## src/rtl/transpose_read_controller.sv

```systemverilog
`default_nettype none
// ============================================================================
// transpose_read_controller
//   Issues diagonal bank reads, un-rotates the data and streams transposed rows.
// Revision: 1.0
// ============================================================================
module transpose_read_controller #(
  parameter int DATA_WIDTH = 64,
  parameter int NUM_MG     = 8,
  parameter int NUM_PE     = NUM_MG
) (
  input  logic                        clk,
  input  logic                        rst,
  input  logic                        start,
  output logic                        busy,
  output logic                        done,
  output logic                        rd_en,
  output logic [$clog2(NUM_PE)-1:0]   read_addr [0:NUM_MG-1],
  input  logic [DATA_WIDTH-1:0]       read_data [0:NUM_MG-1],
  output logic                        out_val,
  input  logic                        out_rdy,
  output logic [DATA_WIDTH-1:0]       output_row [0:NUM_PE-1]
);

  localparam int ADDR_WIDTH = $clog2(NUM_PE);
  localparam logic [ADDR_WIDTH-1:0] LAST_COL = ADDR_WIDTH'(NUM_PE - 1);

  typedef enum logic [1:0] {
    IDLE  = 2'd0,
    READ  = 2'd1,
    DRAIN = 2'd2
  } state_t;

  state_t                  state_q;
  logic [ADDR_WIDTH-1:0]   col_q;
  logic [ADDR_WIDTH-1:0]   tag_q;
  logic                    inflight_q;
  logic                    done_q;
  logic [ADDR_WIDTH-1:0]   addr_q [0:NUM_MG-1];
  logic [DATA_WIDTH-1:0]   fifo_q [0:1][0:NUM_PE-1];
  logic                    wr_ptr_q;
  logic                    rd_ptr_q;
  logic [1:0]              count_q;

  logic                    pop;
  logic                    push;
  logic [2:0]              occupancy;
  logic [1:0]              count_d;
  logic [DATA_WIDTH-1:0]   rot_row [0:NUM_PE-1];

  assign busy    = (state_q != IDLE);
  assign done    = done_q;
  assign out_val = (count_q != 2'd0);
  assign pop     = out_val & out_rdy;
  assign push    = inflight_q;
  assign count_d = count_q + {1'b0, push} - {1'b0, pop};

  // Occupancy after this cycle's pop; a new read is only safe if it leaves room for its data.
  assign occupancy = {1'b0, count_q} + {2'b00, inflight_q} - {2'b00, pop};
  assign rd_en     = (state_q == READ) && (occupancy <= 3'd1);

  always_comb begin
    for (int b = 0; b < NUM_MG; b++) begin
      read_addr[b] = rd_en ? (ADDR_WIDTH'(b) - col_q) : addr_q[b];
    end
  end

  // Row element r of column c lives in bank (r + c) mod NUM_PE.
  always_comb begin
    for (int r = 0; r < NUM_PE; r++) begin
      rot_row[r] = read_data[ADDR_WIDTH'(r) + tag_q];
    end
  end

  always_comb begin
    for (int r = 0; r < NUM_PE; r++) begin
      output_row[r] = fifo_q[rd_ptr_q][r];
    end
  end

  always_ff @(posedge clk) begin
    if (rst) begin
      state_q    <= IDLE;
      col_q      <= '0;
      tag_q      <= '0;
      inflight_q <= 1'b0;
      done_q     <= 1'b0;
      wr_ptr_q   <= 1'b0;
      rd_ptr_q   <= 1'b0;
      count_q    <= 2'd0;
      for (int b = 0; b < NUM_MG; b++) begin
        addr_q[b] <= '0;
      end
      for (int e = 0; e < 2; e++) begin
        for (int r = 0; r < NUM_PE; r++) begin
          fifo_q[e][r] <= '0;
        end
      end
    end else begin
      done_q     <= 1'b0;
      inflight_q <= rd_en;
      count_q    <= count_d;
      for (int b = 0; b < NUM_MG; b++) begin
        addr_q[b] <= read_addr[b];
      end

      if (rd_en) begin
        tag_q <= col_q;
        if (col_q != LAST_COL) begin
          col_q <= col_q + 1'b1;
        end
      end

      if (push) begin
        for (int r = 0; r < NUM_PE; r++) begin
          fifo_q[wr_ptr_q][r] <= rot_row[r];
        end
        wr_ptr_q <= ~wr_ptr_q;
      end

      if (pop) begin
        rd_ptr_q <= ~rd_ptr_q;
      end

      case (state_q)
        IDLE: begin
          if (start) begin
            state_q <= READ;
            col_q   <= '0;
          end
        end
        READ: begin
          if (rd_en && (col_q == LAST_COL)) begin
            state_q <= DRAIN;
          end
        end
        DRAIN: begin
          if (!inflight_q && (count_d == 2'd0)) begin
            state_q <= IDLE;
            done_q  <= 1'b1;
          end
        end
        default: state_q <= IDLE;
      endcase
    end
  end

endmodule
`default_nettype wire

```

## config.mk

```make
export PLATFORM = sky130hd
export DESIGN_NAME = transpose_read_controller
export DESIGN_NICKNAME = d
export VERILOG_FILES = /design/src/rtl/transpose_read_controller.sv
export SDC_FILE = /design/constraint.sdc
export NUM_CORES = 2
export LEC_CHECK = 0
export CORE_AREA = 2 2 417 419
export DETAILED_ROUTE_END_ITERATION = 8
export DIE_AREA = 0 0 419 421
export PLACE_DENSITY_LB_ADDON = 0.08
export SYNTH_ARGS = -nofsm -noshare
export SYNTH_HDL_FRONTEND = slang
export SYNTH_SLANG_ARGS = --single-unit
```

## constraint.sdc

```tcl
create_clock -name clk -period 25.1 [get_ports clk]
set_input_delay 5.02 -clock clk [delete_from_list [all_inputs] [get_ports clk]]
set_output_delay 5.02 -clock clk [all_outputs]
set_load 0.02 [all_outputs]
```

=== Word-level counts from Yosys, hierarchy flattened ===
Memory sizes are Yosys's and may differ from the RTL's. A register that Yosys moved wholly into a read port is not among the register bits.
Cells that the tools add are included.

* Flip-flop bits (word level): 14
* Memories kept: 2
* Output and inout port bits: 540
* RAM bits: 1048
* Bits of input ports: 516

{| class="wikitable"
|+ Memory list
! memory !! words !! width !! rd ports !! clocked after memory_dff !! wr ports !! line !! source
|-
| fifo_q || 2 || 512 || 1 || 1 || 2 || 40 || <nowiki>logic [DATA_WIDTH-1:0] fifo_q [0:1][0:NUM_PE-1];</nowiki>
|-
| addr_q || 8 || 3 || 8 || 0 || 8 || 39 || <nowiki>logic [ADDR_WIDTH-1:0] addr_q [0:NUM_MG-1];</nowiki>
|}

* Reductions and logical operators: 11
* Bitwise operators: 20
* Equality and inequality tests: 7
* Add/sub/neg operators: 20
* Multiplexer cells: 60
* Order comparisons: 9

{| class="wikitable"
|+ Operator list
! cell !! count
|-
| 64-bit binary-select mux with 3-bit select || 8
|-
| 64-bit 2-to-1 mux || 16
|-
| 512-bit 2-to-1 mux || 1
|-
| 512-bit OR reduction || 1
|-
| 3-bit 2-to-1 mux || 20
|-
| 4-bit >= comparator, second input constant || 8
|-
| 3-bit inverter with 4-bit output || 8
|-
| 3-bit adder, first input constant || 4
|-
| 3-bit subtractor, first input constant || 4
|-
| 1-bit 2-to-1 mux || 11
|-
| 1-bit OR || 8
|-
| 2-bit by 3-bit adder with 3-bit output, first input constant || 2
|-
| 2-bit 2-to-1 mux || 3
|-
| 2-bit case mux with 3 select lines || 1
|-
| 1-bit by 3-bit subtractor with 3-bit output, first input constant || 2
|-
| 2-bit by 3-bit subtractor with 3-bit output, first input constant || 2
|-
| 2-bit zero test || 2
|-
| 2-bit inequality test, second input constant || 2
|-
| 2-bit nonzero test || 2
|-
| 1-bit by 3-bit adder with 3-bit output, first input constant || 1
|-
| 2-bit by 1-bit adder with 3-bit output || 1
|-
| 3-bit by 1-bit adder with 3-bit output, second input constant || 1
|-
| 3-bit equality test, second input constant || 1
|-
| 3-bit by 1-bit less-or-equal comparator with 1-bit output, second input constant || 1
|-
| other kinds (13) || 17
|}

=== Depth between registers and ports, before layout ===
* Depth after elaboration: 8
* Mapped depth: 13
* Depth with buffers taken out: 8

=== Worst setup path before layout ===
Ideal clock, no wire load.

* Path kind: input-to-reg
* Start point: input rst
* End point: memory fifo_q[0][0] in the netlist's numbering, enable pin
* Stages: 3
* Path slack: 8.566 ns
* Data arrival time: 15.656 ns
* Setup time: 0.879 ns
* Required time: 24.221 ns
* Cell sequence: buf_4 > clkbuf_1 > a21o_1

{| class="wikitable"
|+ RTL lines
! item !! line !! source
|-
| start, declared || 13 || <nowiki>input logic rst,</nowiki>
|-
| end, declared || 40 ||
|}

==> impl_metrics.json <==
{
  "drive_above_1_share_pct": 23.5,
  "clkLatencyLatePin_ns": 0.77,
  "cp_slowest_cell": "xnor2_2",
  "power.leakage_uw": 0.0270,
  "hold_class": "flip-flop to flip-flop",
  "htree_levels": 4,
  "drtIter0Drc": 4986,
  "setup_violations": 0,
  "max_freq_mhz": 73.6,
  "r2r_start": "tag_q[1]",
  "finalHoldViolations": 0,
  "status": "finished, violations left",
  "switching_share_pct": 34.2,
  "syn_avg_cell_area_um2": 15.1,
  "cts_buffers": 132,
  "cts.repair.resized": 0,
  "p_comb_share_pct": 37.6,
  "setup_ws_ns": 11.52,
  "synth_cell_types": 43,
  "rsz0062_at_grt": "false",
  "async_flop_share_pct": 0,
  "wl_per_cell_um": 33.4,
  "rows": 153,
  "cts_tree": "built",
  "clockBufferDepth": 3,
  "worst_pin_slew_ns": 1.27,
  "powerDensity_mw_per_mm2": 84.8,
  "slew-limit-headroom_pct": 15.6,
  "syn-num-nets": 4639,
  "die_width_um": 419,
  "grtUsageTotal_pct": 27.1,
  "fin_skew_ns": 0.0273,
  "ys.flop_type": "edfxtp_1",
  "clkPwrFrac_pct": 27.9,
  "final_nets": 5466,
  "drc_errors": 16,
  "grt_pass1_vias": 43800,
  "cp_max_fo": 30,
  "place.gp.congestion": 0.868,
  "cts_root_buf": "clkbuf_16",
  "p_sw_uw": 2270,
  "hold_start": "addr_q[1][2]",
  "worst-path-buf-inv": 3,
  "cts.reportedPaths.clkPinSlew_ns": 0.06,
  "crit_start": "out_rdy",
  "syn2layout_area_growth_pct": 25.8,
  "coreArea_mm2": 0.172,
  "cts.sinks": 1063,
  "synth_seq_area_share_pct": 50.7,
  "io_pins": 1056,
  "io_buffers": 1055,
  "max_stage_delay_ns": 0.91,
  "firstDrtPassIters": 9,
  "use_met3_pct": 4.41,
  "postRouteAntennaNets": 0,
  "slew_viol_final": 0,
  "antenna_found_initial": 74,
  "grt_max_degree": 134,
  "nFillCells": 15500,
  "syn_inst": 4113,
  "ir_drop_v": 0.0000678,
  "p_int_uw": 4360,
  "dr_total_vias": 46200,
  "start_util_pct": 36.1,
  "violations": "design-rule violations",
  "place_ws_ns": 11.54,
  "grt_use_met1_pct": 36.7,
  "worst_setup_path_start_kind": "input port",
  "synth-edff-count": 1024,
  "max_cap_viol_count": 0,
  "crit_chain": "clkdlybuf4s50_1, o21a_1, ha_1, inv_1, ha_1, fa_1, xnor2_2, o21ai_0, nand2_1, clkdlybuf4s50_1",
  "ctsHoldBuffers": 0,
  "overflow": 0,
  "avgViaCountPerCell": 6.23,
  "post-route-period-util_pct": 54.1,
  "post-cts-setup-buffers": 0,
  "die_y_um": 421,
  "setup_tns_ns": 0,
  "gr-usage-met2_pct": 42.3,
  "ys_seq_elements": 1063,
  "cp.arrival_ns": 8.56,
  "seq_power_share_pct": 34.6,
  "path_delay_family": "buffers and inverters",
  "critical_path_class": "input port to output port",
  "synth_warnings": 0,
  "end_kind": "output port",
  "dieArea_mm2": 0.176,
  "syn_area_mm2": 0.0622,
  "hpwlAfterDp_mm": 170,
  "drt-total-wl_mm": 247,
  "cp.required_ns": 20.08,
  "grt.busiest_layer": "met2",
  "grt_first_pass_wirelength_mm": 343,
  "layout_min_cycle_time_ns": 13.58
}
## flip-flops by register name, summed over array words and instances (netlist names), named ones only
signal and cells:
fifo_q 1024, addr_q 24, col_q 3, tag_q 3, count_q 2, state_q 2, done 1, inflight_q 1
rd_ptr_q 1, wr_ptr_q 1
## worst paths after layout
path	endpoint	slack, ns	cells past startpoint
max reg2reg	fifo_q[1][414]	19.70	7
max	read_addr[16]	11.52	10
min reg2reg	addr_q[1][2]	0.50	1
min	addr_q[1][2]	0.50	1
## placed cells by master (no fill, tap or decap), types with 4 or more instances in the layout
cell type	count
clkdlybuf4s50_1	1055
edfxtp_1	1024
a22o_1	768
mux2_2	512
mux4_2	384
mux2i_1	258
and3_1	256
nand2_1	152
clkbuf_16	136
a222oi_1	128
buf_4	69
diode_2	46
dfxtp_1	36
clkbuf_1	35
o21ai_0	26
a21oi_1	26
clkinv_1	23
clkinv_2	18
nand3_1	15
nor2_4	15
inv_1	11
buf_12	9
ha_1	8
xnor2_1	7
inv_6	7
bufinv_16	7
nor2_1	5
xor2_1	4
clkinvlp_4	4
## area by class of cell
| class | instances | area [um2] | share of cell area [%] |
|---|---|---|---|
| Inverter | 12 | 45.0 | 0.0576 |
| Sequential cell | 1063 | 31500 | 40.3 |
| Clock inverter | 64 | 561 | 0.717 |
| Multi-Input combinational cell | 2598 | 28200 | 36.1 |
| Tap cell | 2325 | 2910 | 3.72 |
| Timing Repair Buffer | 1133 | 11300 | 14.4 |
| Clock buffer | 173 | 3560 | 4.55 |
| Antenna cell | 46 | 115 | 0.147 |
## cell families (layout without fill, tap and decap cells)
| logic type | Yosys count | after routing | share of synthesized area, % |
|---|---|---|---|
| xor+xnor | 12 | 12 | 0.169 |
| buf+inv | 452 | 1382 | 4.16 |
| flops | 1063 | 1063 | 50.7 |
| fa+ha+maj | 10 | 10 | 0.213 |
| other cells | 0 | 46 | 0 |
| mux | 1154 | 1154 | 27.3 |
| compound gates | 956 | 956 | 13.4 |
| simple gates | 466 | 466 | 4.01 |
## routing by layer
metal | wire, um | share of wire, % | up-vias
li1 | - | - | 19200
met1 | 103000 | 42 | 24500
met2 | 116000 | 47 | 2118
met3 | 16100 | 6.5 | 424
met4 | 11800 | 4.8 | 12
met5 | 89 | 0.036 | -
## per-stage QoR
stage               area (um2)  cells  utilization, %  power [uW]  hold WS [ns]
floorplan                62200   4113               -        3770         0.473
finish                   78200   7414            45.3        6630         0.505
CTS                      78100   7368            45.3        6680         0.508
global placement         74000   7131            42.9        4820         0.493
global route             78200   7409            45.3        6850         0.529
detailed placement       74000   7131            42.9        4820         0.497
## cell usage after synthesis, drive strengths merged (2+ instances only)
| master | n | area [um2] |
|---|---|---|
| a22o | 768 | 6730 |
| a21oi | 26 | 130 |
| edfxtp | 1024 | 30700 |
| o211a | 2 | 20.0 |
| or3 | 2 | 12.5 |
| nand2b | 2 | 12.5 |
| a222oi | 128 | 1280 |
| mux2 | 512 | 5770 |
| inv | 11 | 41.3 |
| xor2 | 4 | 35.0 |
| ha | 9 | 113 |
| nand2 | 154 | 578 |
| nor2 | 21 | 106 |
| clkbuf | 142 | 547 |
| nor2b | 5 | 31.3 |
| nor3 | 3 | 15.0 |
| and3 | 256 | 1600 |
| mux2i | 258 | 2580 |
| o21a | 3 | 22.5 |
| mux4 | 384 | 8650 |
| buf | 298 | 2000 |
| nand3 | 15 | 75.1 |
| xnor2 | 8 | 70.1 |
| o21ai | 26 | 130 |
| dfxtp | 39 | 781 |
| or3b | 4 | 35.0 |
## worst reg2reg max path: stages (launching register included)
cell	delay, ns
dfxtp_4	0.93
inv_1	0.22
ha_4	0.78
buf_4	0.75
buf_4	0.70
buf_4	0.77
mux4_2	0.72
a22o_1	0.28
## power groups by stage
stage / logic (uW) / registers [uW] / clock network [uW]
after floorplan: 1390 / 2380 / 0
after global placement: 2500 / 2330 / 0
after detailed placement: 2490 / 2330 / 0
after CTS: 2510 / 2300 / 1880
after global routing: 2590 / 2310 / 1950
final: 2490 / 2290 / 1850
Power figures use the tool's default switching activity.
